[config.mk]
export PLATFORM = sky130hd
export DESIGN_NAME = adc_freq_meter
export DESIGN_NICKNAME = d
export VERILOG_FILES = /design/src/rtl/adc_freq_meter_pkg.sv /design/src/rtl/serial_udiv.sv /design/src/rtl/adc_freq_meter.sv
export SDC_FILE = /design/constraint.sdc
export NUM_CORES = 1
export LEC_CHECK = 0
export CORE_MARGIN = 1.5
export CORE_UTILIZATION = 45
export CTS_BUF_LIST = sky130_fd_sc_hd__clkbuf_4 sky130_fd_sc_hd__clkbuf_8 sky130_fd_sc_hd__clkbuf_16
export DETAILED_ROUTE_END_ITERATION = 6
export GPL_TIMING_DRIVEN = 0
export PLACE_DENSITY_LB_ADDON = 0.15
export SLEW_MARGIN = 20
export SYNTH_ARGS = -nofsm -noshare
export SYNTH_HDL_FRONTEND = slang
export SYNTH_SLANG_ARGS = --single-unit
export TNS_END_PERCENT = 50
[constraint.sdc]
create_clock -name clk -period 32.9 [get_ports clk]
set_input_delay 6.58 -clock clk [delete_from_list [all_inputs] [get_ports clk]]
set_output_delay 6.58 -clock clk [all_outputs]
set_load 0.01 [all_outputs]
[src/rtl/adc_freq_meter_pkg.sv]
// Shared types and default constants for the ADC frequency meter.
// FSM state encoding and divider iteration count live here.
package adc_freq_meter_pkg;

  typedef enum logic [1:0] {
    S_IDLE,
    S_ARM,
    S_GATE,
    S_DIV
  } state_t;

  localparam int unsigned DEF_MID         = 8192;
  localparam int unsigned DEF_HYST        = 64;
  localparam int unsigned DEF_GATE_CYCLES = 1048576;
  localparam int unsigned DIV_ITERS       = 32;

endpackage

[src/rtl/serial_udiv.sv]
// Restoring unsigned divider, 64-bit numerator by CNT_W divisor, 32-bit quotient.
// The high numerator word must be below the divisor, so only the low 32 bits iterate.
module serial_udiv
  import adc_freq_meter_pkg::*;
#(
  parameter int unsigned CNT_W = 32
) (
  input  logic             clk,
  input  logic             rst,
  input  logic             start,
  input  logic [63:0]      num,
  input  logic [CNT_W-1:0] den,
  output logic             done,
  output logic [31:0]      quo
);

  localparam int IW = $clog2(DIV_ITERS + 1);

  logic [CNT_W-1:0] rem;
  logic [31:0]      lo;
  logic [IW-1:0]    cnt;
  logic             busy;
  logic [CNT_W:0]   sh;
  logic [CNT_W:0]   df;
  logic             ge;

  // Trial subtraction of the shifted partial remainder.
  always_comb begin
    sh = {rem, lo[31]};
    df = sh - {1'b0, den};
    ge = (sh >= {1'b0, den});
  end

  // One quotient bit per clock; done pulses with the last bit.
  always_ff @(posedge clk or posedge rst) begin
    if (rst) begin
      rem  <= '0;
      lo   <= '0;
      cnt  <= '0;
      busy <= 1'b0;
      done <= 1'b0;
      quo  <= '0;
    end else begin
      done <= 1'b0;
      if (start && !busy) begin
        rem  <= CNT_W'(num[63:32]);
        lo   <= num[31:0];
        quo  <= '0;
        cnt  <= IW'(DIV_ITERS);
        busy <= 1'b1;
      end else if (busy) begin
        rem <= ge ? df[CNT_W-1:0] : sh[CNT_W-1:0];
        quo <= {quo[30:0], ge};
        lo  <= {lo[30:0], 1'b0};
        cnt <= cnt - IW'(1);
        if (cnt == IW'(1)) begin
          busy <= 1'b0;
          done <= 1'b1;
        end
      end
    end
  end

endmodule

[src/rtl/adc_freq_meter.sv]
// Reciprocal frequency meter: Schmitt crossing detector, gated span count, serial divide.
// Define FREQ_METER_CONT_EN for back-to-back measurements without start pulses.
module adc_freq_meter
  import adc_freq_meter_pkg::*;
#(
  parameter int unsigned DATA_W      = 14,
  parameter int unsigned MID         = DEF_MID,
  parameter int unsigned HYST        = DEF_HYST,
  parameter int unsigned GATE_CYCLES = DEF_GATE_CYCLES,
  parameter int unsigned CNT_W       = 32
) (
  input  logic              clk,
  input  logic              rst,
  input  logic [DATA_W-1:0] adc_data,
  input  logic              adc_valid,
  input  logic              start,
  output logic              busy,
  output logic              done,
  output logic              err,
  output logic [31:0]       fword,
  output logic [CNT_W-1:0]  periods,
  output logic [CNT_W-1:0]  span
);

  localparam logic [DATA_W-1:0] LO_TH  = DATA_W'(MID - HYST);
  localparam logic [DATA_W-1:0] HI_TH  = DATA_W'(MID + HYST);
  localparam logic [CNT_W-1:0]  G_LAST = CNT_W'(GATE_CYCLES - 1);
  localparam logic [CNT_W-1:0]  CMAX   = '1;

  state_t           state;
  logic             low_seen;
  logic             xing;
  logic [CNT_W-1:0] tmr;
  logic [CNT_W-1:0] run_cnt;
  logic [CNT_W-1:0] per_cnt;
  logic [CNT_W-1:0] spn_cnt;
  logic [CNT_W-1:0] tmr_inc;
  logic [CNT_W-1:0] run_inc;
  logic [CNT_W-1:0] per_inc;
  logic [CNT_W-1:0] per_nxt;
  logic             gate_end;
  logic             fin_err;
  logic             fin_ok;
  logic             div_start;
  logic             div_done;
  logic [31:0]      div_q;
  logic [63:0]      div_num;

  assign xing    = adc_valid && low_seen && (adc_data >= HI_TH);
  assign div_num = {32'(per_cnt), 32'd0};

  // Rising crossing needs a sample below the band before one above it.
  always_ff @(posedge clk or posedge rst) begin
    if (rst) begin
      low_seen <= 1'b0;
    end else if (adc_valid) begin
      if (adc_data < LO_TH) begin
        low_seen <= 1'b1;
      end else if (xing) begin
        low_seen <= 1'b0;
      end
    end
  end

  // Saturating increments and end-of-measurement conditions.
  always_comb begin
    tmr_inc  = (tmr == CMAX) ? tmr : tmr + CNT_W'(1);
    run_inc  = (run_cnt == CMAX) ? run_cnt : run_cnt + CNT_W'(1);
    per_inc  = (per_cnt == CMAX) ? per_cnt : per_cnt + CNT_W'(1);
    per_nxt  = xing ? per_inc : per_cnt;
    gate_end = (state == S_GATE) && (tmr >= G_LAST);
    fin_err  = ((state == S_ARM) && !xing && (tmr == G_LAST))
             || (gate_end && (per_nxt == '0));
    fin_ok   = (state == S_DIV) && div_done;
  end

  // Measurement FSM; the gate covers GATE_CYCLES clocks starting at the first crossing.
  always_ff @(posedge clk or posedge rst) begin
    if (rst) begin
      state     <= S_IDLE;
      tmr       <= '0;
      run_cnt   <= '0;
      per_cnt   <= '0;
      spn_cnt   <= '0;
      div_start <= 1'b0;
      busy      <= 1'b0;
      done      <= 1'b0;
      err       <= 1'b0;
      fword     <= '0;
      periods   <= '0;
      span      <= '0;
    end else begin
      done      <= 1'b0;
      div_start <= 1'b0;
      if (fin_err || fin_ok) begin
        done    <= 1'b1;
        err     <= fin_err;
        fword   <= fin_ok ? div_q : '0;
        periods <= fin_ok ? per_cnt : '0;
        span    <= fin_ok ? spn_cnt : '0;
`ifdef FREQ_METER_CONT_EN
        state   <= S_ARM;
        tmr     <= '0;
`else
        state   <= S_IDLE;
        busy    <= 1'b0;
`endif
      end else begin
        unique case (state)
          S_IDLE: begin
            if (start && !done) begin
              state <= S_ARM;
              busy  <= 1'b1;
              tmr   <= '0;
            end
          end
          S_ARM: begin
            if (xing) begin
              state   <= S_GATE;
              tmr     <= CNT_W'(1);
              run_cnt <= '0;
              per_cnt <= '0;
              spn_cnt <= '0;
            end else begin
              tmr <= tmr_inc;
            end
          end
          S_GATE: begin
            tmr     <= tmr_inc;
            run_cnt <= run_inc;
            if (xing) begin
              per_cnt <= per_inc;
              spn_cnt <= run_inc;
            end
            if (gate_end) begin
              state     <= S_DIV;
              div_start <= 1'b1;
            end
          end
          S_DIV: begin
          end
        endcase
      end
    end
  end

  serial_udiv #(
    .CNT_W(CNT_W)
  ) u_div (
    .clk  (clk),
    .rst  (rst),
    .start(div_start),
    .num  (div_num),
    .den  (spn_cnt),
    .done (div_done),
    .quo  (div_q)
  );

endmodule
### Yosys cells after proc, flatten, opt, wreduce, memory -nomap -nowiden

Cells that the tools add are included.

* register bits after elaboration: 335
* input port bits: 18
* output and inout port bits: 99
* word-level logic and storage cells: 116

* add/subtract/negate cells: 5
* order comparisons: 4
* eq/ne operators: 14
* multiplexer cells: 44
* bitwise operators: 1
* reductions and logical operators: 29

Operator list (count)
* 2-to-1 mux 32 bit: 18
* case mux 32 bit (2 select lines): 3
* adder 32 x 1 -> 32 bit, second input constant: 3
* equality test 32 bit, second input constant: 3
* case mux 32 bit (3 select lines): 1
* >= comparator 33 x 32 -> 1 bit: 1
* equality test 32 x 20 -> 1 bit, second input constant: 1
* >= comparator 32 x 20 -> 1 bit, second input constant: 1
* logical NOT 32 bit: 1
* subtractor 32 bit: 1
* 2-to-1 mux 1 bit: 15
* >= comparator 14 bit, second input constant: 1
* < comparator 14 x 13 -> 1 bit, second input constant: 1
* 2-to-1 mux 6 bit: 2
* nonzero test 2 bit: 5
* logical AND 1 bit: 9
* 2-to-1 mux 2 bit: 4
* AND reduction 4 bit: 2
* equality test 6 x 1 -> 1 bit, second input constant: 1
* != test 2 bit, second input constant: 3
* != test 3 x 2 -> 1 bit, second input constant: 2
* case mux 2 bit (3 select lines): 1
* AND reduction 3 bit: 2
* subtractor 6 x 1 -> 6 bit, second input constant: 1
* other kinds (10): 15

### Logic depth before layout (Yosys ltp)

Gate-level depths: netlist of the first run.

* depth in word-level cells: 9
* depth in mapped cells: 16
* gate-level depth less buffers: 12

### Modules after synthesis

From an unflattened synthesis of the first run, not the netlist that was laid out.

* cells, all modules: 1941
* area total of the unflattened synthesis: 18599.1 um2

By module, submodules not included
* adc_freq_meter: instances 1, cells an instance 1185, area each 11965.2 um2, sequential area each 5780.5 um2
* serial_udiv: instances 1, cells an instance 756, area each 6633.9 um2, sequential area each 2602.5 um2

### Worst setup path after synthesis of the first run

Ideal clock, no wire load.

* path kind: input to register
* start point: input adc_data[10]
* end point: register spn_cnt[11]
* setup time: 0.125 ns
* arrival time: 9.485 ns
* required time: 32.775 ns
* setup slack: 23.290 ns
* stages: 13
* path buffers: 3
* path through: nor4_1 -> a21o_1 -> a41oi_2 -> and2_1 -> o32ai_1 -> or4b_4 -> a2111oi_4 -> and2_1 -> buf_4 -> or3_1 -> buf_6 -> buf_12 -> mux2_4

* longest elaborated chain between the ends: 9
* elaborated cells on any way between the ends: 14
* classes of those cells: 1 x order compare; 2 x eq/ne; 1 x mux; 1 x bitwise; 9 x reduce/logical

RTL lines
* from (decl): RTL line adc_freq_meter.sv:14 `input logic [DATA_W-1:0] adc_data,`
* >= comparator 14 bit *: RTL line adc_freq_meter.sv:49 `assign xing = adc_valid && low_seen && (adc_data >= HI_TH);`
* logical AND 1 bit *: RTL line adc_freq_meter.sv:49
* 2-to-1 mux 32 bit / logical NOT 1 bit (equally long branches)
* logical NOT 32 bit / logical AND 1 bit (equally long branches): RTL line adc_freq_meter.sv:73, adc_freq_meter.sv:72
* logical AND 1 bit (on tied branches): RTL line adc_freq_meter.sv:73, adc_freq_meter.sv:72
* logical OR 1 bit: RTL line adc_freq_meter.sv:73 `|| (gate_end && (per_nxt == '0));`
* logical OR 1 bit: RTL line adc_freq_meter.sv:95 `if (fin_err || fin_ok) begin`
* inverter 1 bit (no line)
* AND reduction 4 bit (no line) *
* to (signal assigned): RTL line adc_freq_meter.sv:133 `spn_cnt <= run_inc;`
* to (decl): RTL line adc_freq_meter.sv:36 `logic [CNT_W-1:0] spn_cnt;`

Mark *: on every way between the ends. The rest lies on a longest branch, timed or not.
A chain may end at the register's enable or synchronous reset.

### Worst setup path in the final report of the first run

* start point: input adc_data[11]
* end point: register periods[2]

* longest elaborated chain between the ends: 7
* elaborated cells on any way between the ends: 10
* classes of those cells: 1 x order compare; 1 x mux; 8 x reduce/logical

RTL lines
* >= comparator 14 bit *: RTL line adc_freq_meter.sv:49
* logical AND 1 bit *: RTL line adc_freq_meter.sv:49
* 2-to-1 mux 32 bit / logical NOT 1 bit (equally long branches)
* logical NOT 32 bit / logical AND 1 bit (equally long branches): RTL line adc_freq_meter.sv:73, adc_freq_meter.sv:72
* logical AND 1 bit (on tied branches): RTL line adc_freq_meter.sv:73, adc_freq_meter.sv:72
* logical OR 1 bit *: RTL line adc_freq_meter.sv:73
* logical OR 1 bit *: RTL line adc_freq_meter.sv:95
* to (signal assigned): RTL line adc_freq_meter.sv:99 `periods <= fin_ok ? per_cnt : '0;`
* to (decl): RTL line adc_freq_meter.sv:21 `output logic [CNT_W-1:0] periods,`

Marks and branches as above.

==> results list, run 1 <==
* Fraction of layout instances using a drive strength above 1: 7.681%
* Count of input and output buffers: 110
- Of all nets on the critical path, the largest fanout is 10.
* Remaining antenna violation count: 0
- The later pin in the worst-skew pair is clocked with a latency of approximately 0.56 ns.
- Pin count of the biggest net entering global routing: 93
* End point of the worst hold path: u_div.cnt[5]$_DFFE_PP0P_
- Standby leakage power: 9.021 nW
* Post-synth top area cell: sky130_fd_sc_hd__dfrtp_1
* Crit Path Class: in -> reg
* Kind of capture point of the worst setup path: flip-flop
- Once the floorplan was initialized, standard cells occupied around 46% of the core.
* R2R cell count: 14
- Clock period minus final worst setup slack: ~10 ns
* Critical Path AT: 10.94 ns
* Series of cell instances along the critical path: clkdlybuf4s50_1, nor4_1, a21o_1, nor3_1, and4_1, clkbuf_1, and3_1, a31oi_1, nor4b_1, and2_1, buf_4, nor3_4, clkbuf_1, a22o_1
- RR Endpoint: periods[2]$_DFFE_PP0P_
- A synthesized cell averages 9.337 µm².
- Antenna cells: 0
- Critical register-to-register path startpoint: per_cnt[1]$_DFFE_PP0P_
* Total congestion overflow after global routing: 0
* Number of flops mapped to enable cells by yosys: 0
- Largest delay share family, worst path: simple AND/OR/NAND/NOR gates
* Remaining routing DRC violations: 0
- Total of max-cap violations: 0
- Dividing the final minimum period by the clock period gives 31.81%.
- The number of nets handed over by synthesis was 1899.
- During synthesis, Yosys emitted a total of 0 warnings.
* Largest cells by area after synthesis: sky130_fd_sc_hd__dfrtp_1 (44%), sky130_fd_sc_hd__a22o_1 (6.1%), sky130_fd_sc_hd__nand2_1 (5.0%)
- Postcts setup bufs: 0
- The critical path contains buffers and inverters numbering 4 combined.
- In this run the worst hold path is classified as reg -> reg.
* Die footprint: 39340 µm²
* Yosys reg bits: 303
- Post-CTS repair changed the size of 0 cells.
- TritonCTS Sinks: 303
- The number of global-route vias before repair came to 14402.
* Status: completed
- Vias per cell: 5.982
- Final Net Count: 2051
- Summed over all failing endpoints, the final setup total negative slack is 0 ns.
- Peak supply drop: 0.03886 mV
* Count leader, synth: sky130_fd_sc_hd__dfrtp_1
- X dimension of the die: 198.3 µm
* Primary FF master, synth: sky130_fd_sc_hd__dfrtp_1
- After detailed routing, the met3 layer carries 3.235 mm of wire.
- The core region is ~38000 µm².
- Area growth from synthesis to layout: 18.92%
* Synthesized cell area: 17170 µm²
- Final Max Slew Viols: 0
- In the final routing, the length of wire on met1 measures 25.32 mm.
- For this run, the detailed router's first-pass iteration total came to 5.
* TritonCTS clock tree: built
* Number of antenna violations at the first check in global routing: 0
* Total design power: between 1 and 1.5 mW
- Signal routing reaches up to met4.
- Number of violations reported at the end of detailed-routing iteration 0: 1359
* Total Routing Usage GR: 27.66%
* Critical-path cell with the highest stage delay: sky130_fd_sc_hd__nor3_4
- The total count of hold-check failures in the final report was 0.
* FP Rows: 71
- Along the worst hold path, the cell count comes to 1.
* Util after Layout: 54.34%
- Root buffer cell: sky130_fd_sc_hd__clkbuf_16
- For this run, the top clock speed supported by timing is 0.09554 GHz.
- Between clock sinks in the finished design, the worst skew comes to between 0.02 and 0.025 ns.
- Counting every instance in the synthesized netlist gives around 1800.
- Detailed Place HPWL: 38.89 mm
- CTS HTree Levels: 2
- STA classifies the critical path startpoint as an input port.
- The number of hold buffers added after CTS was 0.
* Hold Startpoint: u_div.cnt[5]$_DFFE_PP0P_
- Worst R2R Setup Slack: 27.91 ns
- In this run the vertical extent of the chip is around 200 µm.
- Crit path top cell by count: sky130_fd_sc_hd__clkbuf_1
* Number of distinct library cell variants in the gate-level netlist after synthesis: 81
* Worst path required time: 33.38 ns
- For this run, the slowest stage of the critical path takes 0.67 ns.
- The first global-routing pass estimated around 84 mm of wire.
- Yosys top cell area share: 44.16%
- For this run, asynchronously set or reset flops after synthesis account for 100.0%.
- Wire segments on met2 add up to 23.30 mm in the final route.
- No sink is reached through more buffers than the 3 on the longest clock path.
- Clock-pin slew was measured on the worst setup and hold paths at about 0.060 ns.
* Sequential element share of the synthesized area: 44.16%
- Total routed wirelength: 53.59 mm
- Synth cell count leaders: sky130_fd_sc_hd__dfrtp_1 (303), sky130_fd_sc_hd__nand2_1 (231), sky130_fd_sc_hd__o21ai_0 (120)
- Power per cell area: 64.45 nW/µm²
- At the pin with the least slew margin, the transition time is 1.005 ns.
- I/O pins: between 100 and 150
- Clock tree synthesis inserted a total of 37 buffers.
- The congestion estimate from routability-driven global placement came to approximately 0.95.
* Final setup violating endpoints: 0
* Via count: 15129
* Max-slew headroom at the worst pin: 32.84%
* Routed wire length per instance: about 21 µm
* RSZ-0062 raised after global routing: false
kinds of logic (layout without fill, tap and decap cells):
group | count (synthesis) | after routing | synth area share [%]
and+or+nand+nor | 638 | 638 | 18.68
buffers and inverters | 202 | 381 | 5.159
adders and majority gates | 42 | 42 | 3.104
muxes | 73 | 73 | 4.503
DFF | 303 | 303 | 44.16
AOI/OAI and AO/OA | 539 | 539 | 22.25
xor gates and xnor gates | 42 | 42 | 2.142
placed cells by master (no fill, tap or decap), drive strengths merged, types with 5 or more instances in the layout:
cell type,count
o31ai,56
or3,19
clkbuf,145
nor2,81
o21a,8
and4,14
nand4,36
ha,41
mux2,13
nor2b,34
a221o,12
nor3b,7
clkdlybuf4s50,110
a31oi,17
or2,15
bufinv,8
nor4,20
a21boi,9
a21oi,81
nand3,68
xor2,17
a22o,119
a211oi,31
nor3,38
xnor2,25
mux2i,60
nand2,231
o21ai,120
nor4b,8
o21bai,5
and3,19
nand2b,15
inv,68
o41ai,11
and2,22
buf,46
dfrtp,303
a21o,19
worst register-to-register path: stages (launching register included):
cell	delay, ns
sky130_fd_sc_hd__dfrtp_1	0.62
sky130_fd_sc_hd__ha_1	0.29
sky130_fd_sc_hd__and4_1	0.21
sky130_fd_sc_hd__clkbuf_2	0.19
sky130_fd_sc_hd__nand4_1	0.22
sky130_fd_sc_hd__a2111oi_1	0.95
sky130_fd_sc_hd__nand2_1	0.24
sky130_fd_sc_hd__o31ai_1	0.30
sky130_fd_sc_hd__nand2_1	0.09
sky130_fd_sc_hd__nor4b_1	0.49
sky130_fd_sc_hd__and2_1	0.22
sky130_fd_sc_hd__buf_4	0.20
sky130_fd_sc_hd__nor3_4	0.14
sky130_fd_sc_hd__clkbuf_1	0.41
sky130_fd_sc_hd__a22o_1	0.29
power breakdown:
part | internal (mW) | switching (mW) | leakage [nW] | total, mW
clock network | 0.301 | 0.169 | 0.695 | 0.470
registers | 0.386 | 0.0124 | 4.21 | 0.399
logic | 0.170 | 0.277 | 4.11 | 0.448
total | 0.858 | 0.458 | 9.02 | 1.32
worst max path at each step:
stage	from	endpoint	slack, ns	cells after the start
floorplan	rst	busy$_DFFE_PP0P_	17.95	1
global placement	rst	tmr[3]$_DFFE_PP0P_	13.81	2
detailed placement	adc_data[11]	span[30]$_DFFE_PP0P_	21.96	14
CTS	adc_data[11]	periods[2]$_DFFE_PP0P_	22.53	14
global route	adc_data[11]	periods[2]$_DFFE_PP0P_	22.24	14
finish	adc_data[11]	periods[2]$_DFFE_PP0P_	22.43	14
stage by stage:
step           worst slack [ns]  area (µm²)  hold WS [ns]  cells
2_1_floorplan             17.95       17170        0.4408   1839
3_3_place_gp              13.81       18910        0.4678   2460
3_5_place_dp              21.96       19010        0.4725   2463
4_1_cts                   22.53       20410        0.4804   2529
5_1_grt                   22.24       20420        0.5080   2529
6_report                  22.43       20420        0.4857   2529
area by class of cell:
class / count / area (µm²)
inverters: 66 / 255.2
plain buffers: 136 / 639.4
clock buffers: 52 / 1124
clock inverters: 14 / 280.3
flip-flops and latches: 303 / 7582
multi-input cells: 1334 / 8716
repair buffers: 113 / 1184
well taps: 511 / 639.4
fillers: 3425 / 17160
registers in the layout, indices dropped and copies added (netlist names):
register    flops
spn_cnt        32
err             1
per_cnt        32
run_cnt        32
u_div.quo      32
periods        32
span           32
fword          32
low_seen        1
state           2
u_div.busy      1
done            1
u_div.cnt       6
tmr            32
u_div.rem      32
busy            1
u_div.done      1
div_start       1
routing by layer:
layer / global-route usage [%] / up-vias
met4: 10.69 / 0
met5: 0 / -
met3: 3.901 / 98
met1: 40.97 / 7410
li1: - / 7083
met2: 40.64 / 538
Note: power is estimated with default switching activity, not from simulation.
==> inputs of run 2 (changes only) <==
Clock period 32.9 ns to 10 ns, I/O delays scaled along.
==> results list, run 2 (same netlist as run 1, synthesis figures left out) <==
* Largest fanout of any net on the critical path: 10
- Util after Layout: 54.18%
* TritonCTS clock tree: built
- TritonCTS created 35 clock buffers.
- Total power for the finished layout comes to 4.160 mW.
- Leaving out fill and tap cells, the most frequent cells in the layout are sky130_fd_sc_hd__dfrtp_1 (303), sky130_fd_sc_hd__nand2_1 (231), sky130_fd_sc_hd__o21ai_0 (120).
- Count of input and output buffers: 110
- Root buffer cell: sky130_fd_sc_hd__clkbuf_16
- Hold WC Path Type: reg -> reg
- Remaining antenna violation count: 0
* R2R cell count: 14
- Setup TNS Final: 0 ns
- TritonCTS Sinks: 303
* Vias in the first global route: 14109
* Number of antenna violations at the first check in global routing: 1
- Setup repair after global routing left no endpoint under its margin.
- For the worst setup path, the data required time is 10.47 ns.
- Leaving out fill and tap cells, the most frequent cell in the layout is sky130_fd_sc_hd__dfrtp_1.
* Number of endpoints with negative hold slack in the final report: 0
- Die Y-Extent: a little under 200 µm
- Starting utilization of the core area: around 46%
- Area growth from synthesis to layout: 18.57%
- The clock passes through at most 3 buffers.
* Post-cts hold buffer count: 0
* Final Max Slew Viols: 0
* Crit Path Class: in -> reg
* Hold Startpoint: u_div.cnt[5]$_DFFE_PP0P_
* Vias per cell: 5.955
- Post-route cell area: slightly above 20000 µm²
- Power per cell area: between 200 and 250 nW/µm²
- The run finished with clean final reports.
- For this block, the via count after detailed routing is between 15000 and 20000.
* Setup clock skew after layout: 0.01806 ns
- Peak supply drop: between 0.1 and 0.15 mV
- FMAX: around 0.17 GHz
- Tracing the worst setup path back leads to its startpoint at adc_data[10].
- STA puts the critical path data arrival time at roughly 6.4 ns.
- Floorplan Core Area: approximately 38000 µm²
* Total routed wirelength: 53.24 mm
* Placement-stage cell area: 19130 µm²
* Standby leakage power: approximately 9.0 nW
* Detailed Place HPWL: 39.36 mm
- Routed wire length per instance: 21.04 µm
- Post-CTS sizing: 0
- Die footprint: 39340 µm²
- The worst path needs 5.886 ns of the cycle, external delays included.
* Final setup violating endpoints: 0
* X dimension of the die: 198.3 µm
* CTS HTree Levels: 2
* Total of max-cap violations: 0
- The worst pin sits at a relative slew slack of 24.09%.
- Antenna cells: 0
- Pin count of the biggest net entering global routing: 34
- Cells with a size suffix above 1 make up 7.673% of the layout.
* Number of optimization iterations in the first detailed-route pass: 5
- The worst register-to-register path begins at per_cnt[1]$_DFFE_PP0P_.
- After clock tree synthesis, the setup repair step added 0 buffers.
- I/O pins: 117
* FP Rows: 71
* Number of violations reported at the end of detailed-routing iteration 0: 1304
- Clock edge transition at the registers on the reported setup and hold paths: 0.06 ns
* Final critical-path share of the clock period: about three fifths
- The first global-routing pass estimated 83.03 mm of wire.
- Routability-driven placement finished with a final weighted congestion of 0.9491.
- Fill cell total of the finished layout: 3403
- For the pin with the worst max-slew slack, the measured transition is 1.139 ns.
* Hold path depth: 1
- Kind of capture point of the worst setup path: flip-flop
* Total congestion overflow after global routing: 0
- Clock latency on the worst-skew pair: 0.55 ns
- Kind of start point of the critical path: input port
- For this run, the total global-route usage over all layers was measured as 27.38%.
* Final Net Count: 2056
* Remaining routing DRC violations: 0
## run 2: cell types whose count changed in the layout (fill, tap and decap cells not counted), moves of 2 or more
cell                        before  now
sky130_fd_sc_hd__buf_12          1   10
sky130_fd_sc_hd__bufinv_16       8    3
sky130_fd_sc_hd__clkbuf_8        8   11
sky130_fd_sc_hd__buf_16          3    1
sky130_fd_sc_hd__clkbuf_16      39   37
sky130_fd_sc_hd__clkinv_2        3    5
sky130_fd_sc_hd__inv_6           2    0
## run 2: final cells by class
type / count / area [µm²] / share of cell area, %
multi-input combinational: 1334 / 8710 / 42.78
sequential: 303 / 7582 / 37.24
timing repair buffer: 120 / 1309 / 6.428
clock buffer: 52 / 1107 / 5.439
tap: 511 / 639.4 / 3.140
buffer: 136 / 638.1 / 3.134
inverter: 66 / 251.5 / 1.235
clock inverter: 9 / 122.6 / 0.6023
## run 2: worst paths after layout
kind | to | slack (ns)
max in group asynchronous | tmr[31]$_DFFE_PP0P_ | 6.80
worst max register to register | span[29]$_DFFE_PP0P_ | 5.04
min in group asynchronous | span[3]$_DFFE_PP0P_ | 1.90
worst min-delay path | u_div.cnt[5]$_DFFE_PP0P_ | 0.49
worst max-delay path | span[29]$_DFFE_PP0P_ | 4.11
worst min register to register | u_div.cnt[5]$_DFFE_PP0P_ | 0.49
## run 2: critical path: stages
cell                              delay, ns
sky130_fd_sc_hd__clkdlybuf4s50_1       0.41
sky130_fd_sc_hd__nor4_1                0.47
sky130_fd_sc_hd__a21o_1                0.43
sky130_fd_sc_hd__nor3_1                0.15
sky130_fd_sc_hd__and4_1                0.23
sky130_fd_sc_hd__clkbuf_1              0.19
sky130_fd_sc_hd__and3_1                0.22
sky130_fd_sc_hd__a31oi_1               0.24
sky130_fd_sc_hd__nor4b_1               0.14
sky130_fd_sc_hd__and2_1                0.19
sky130_fd_sc_hd__buf_4                 0.18
sky130_fd_sc_hd__nor3_4                0.67
sky130_fd_sc_hd__clkbuf_1              0.60
sky130_fd_sc_hd__a22o_1                0.24
## run 2: routing by layer
| metal | share of wire (%) | global-route usage (%) |
|---|---|---|
| met2 | 44 | 40.44 |
| met4 | 2.9 | 9.189 |
| met5 | 0 | 0 |
| met3 | 5.6 | 3.935 |
| met1 | 48 | 40.87 |
## run 2: metrics by stage
step / setup WS [ns] / std cells / hold slack (ns)
2_1_floorplan: 3.971 / 1839 / 0.4408
3_3_place_gp: 1.684 / 2460 / 0.4668
3_5_place_dp: 3.705 / 2470 / 0.4787
4_1_cts: 4.233 / 2531 / 0.4891
5_1_grt: 3.871 / 2531 / 0.5052
6_report: 4.114 / 2531 / 0.4888
## run 2: where the power goes
part / total [mW] / internal [mW] / switching (mW)
clock: 1.37 / 0.842 / 0.529
combinational: 1.48 / 0.565 / 0.912
sequential: 1.31 / 1.27 / 0.0409
total: 4.16 / 2.68 / 1.48
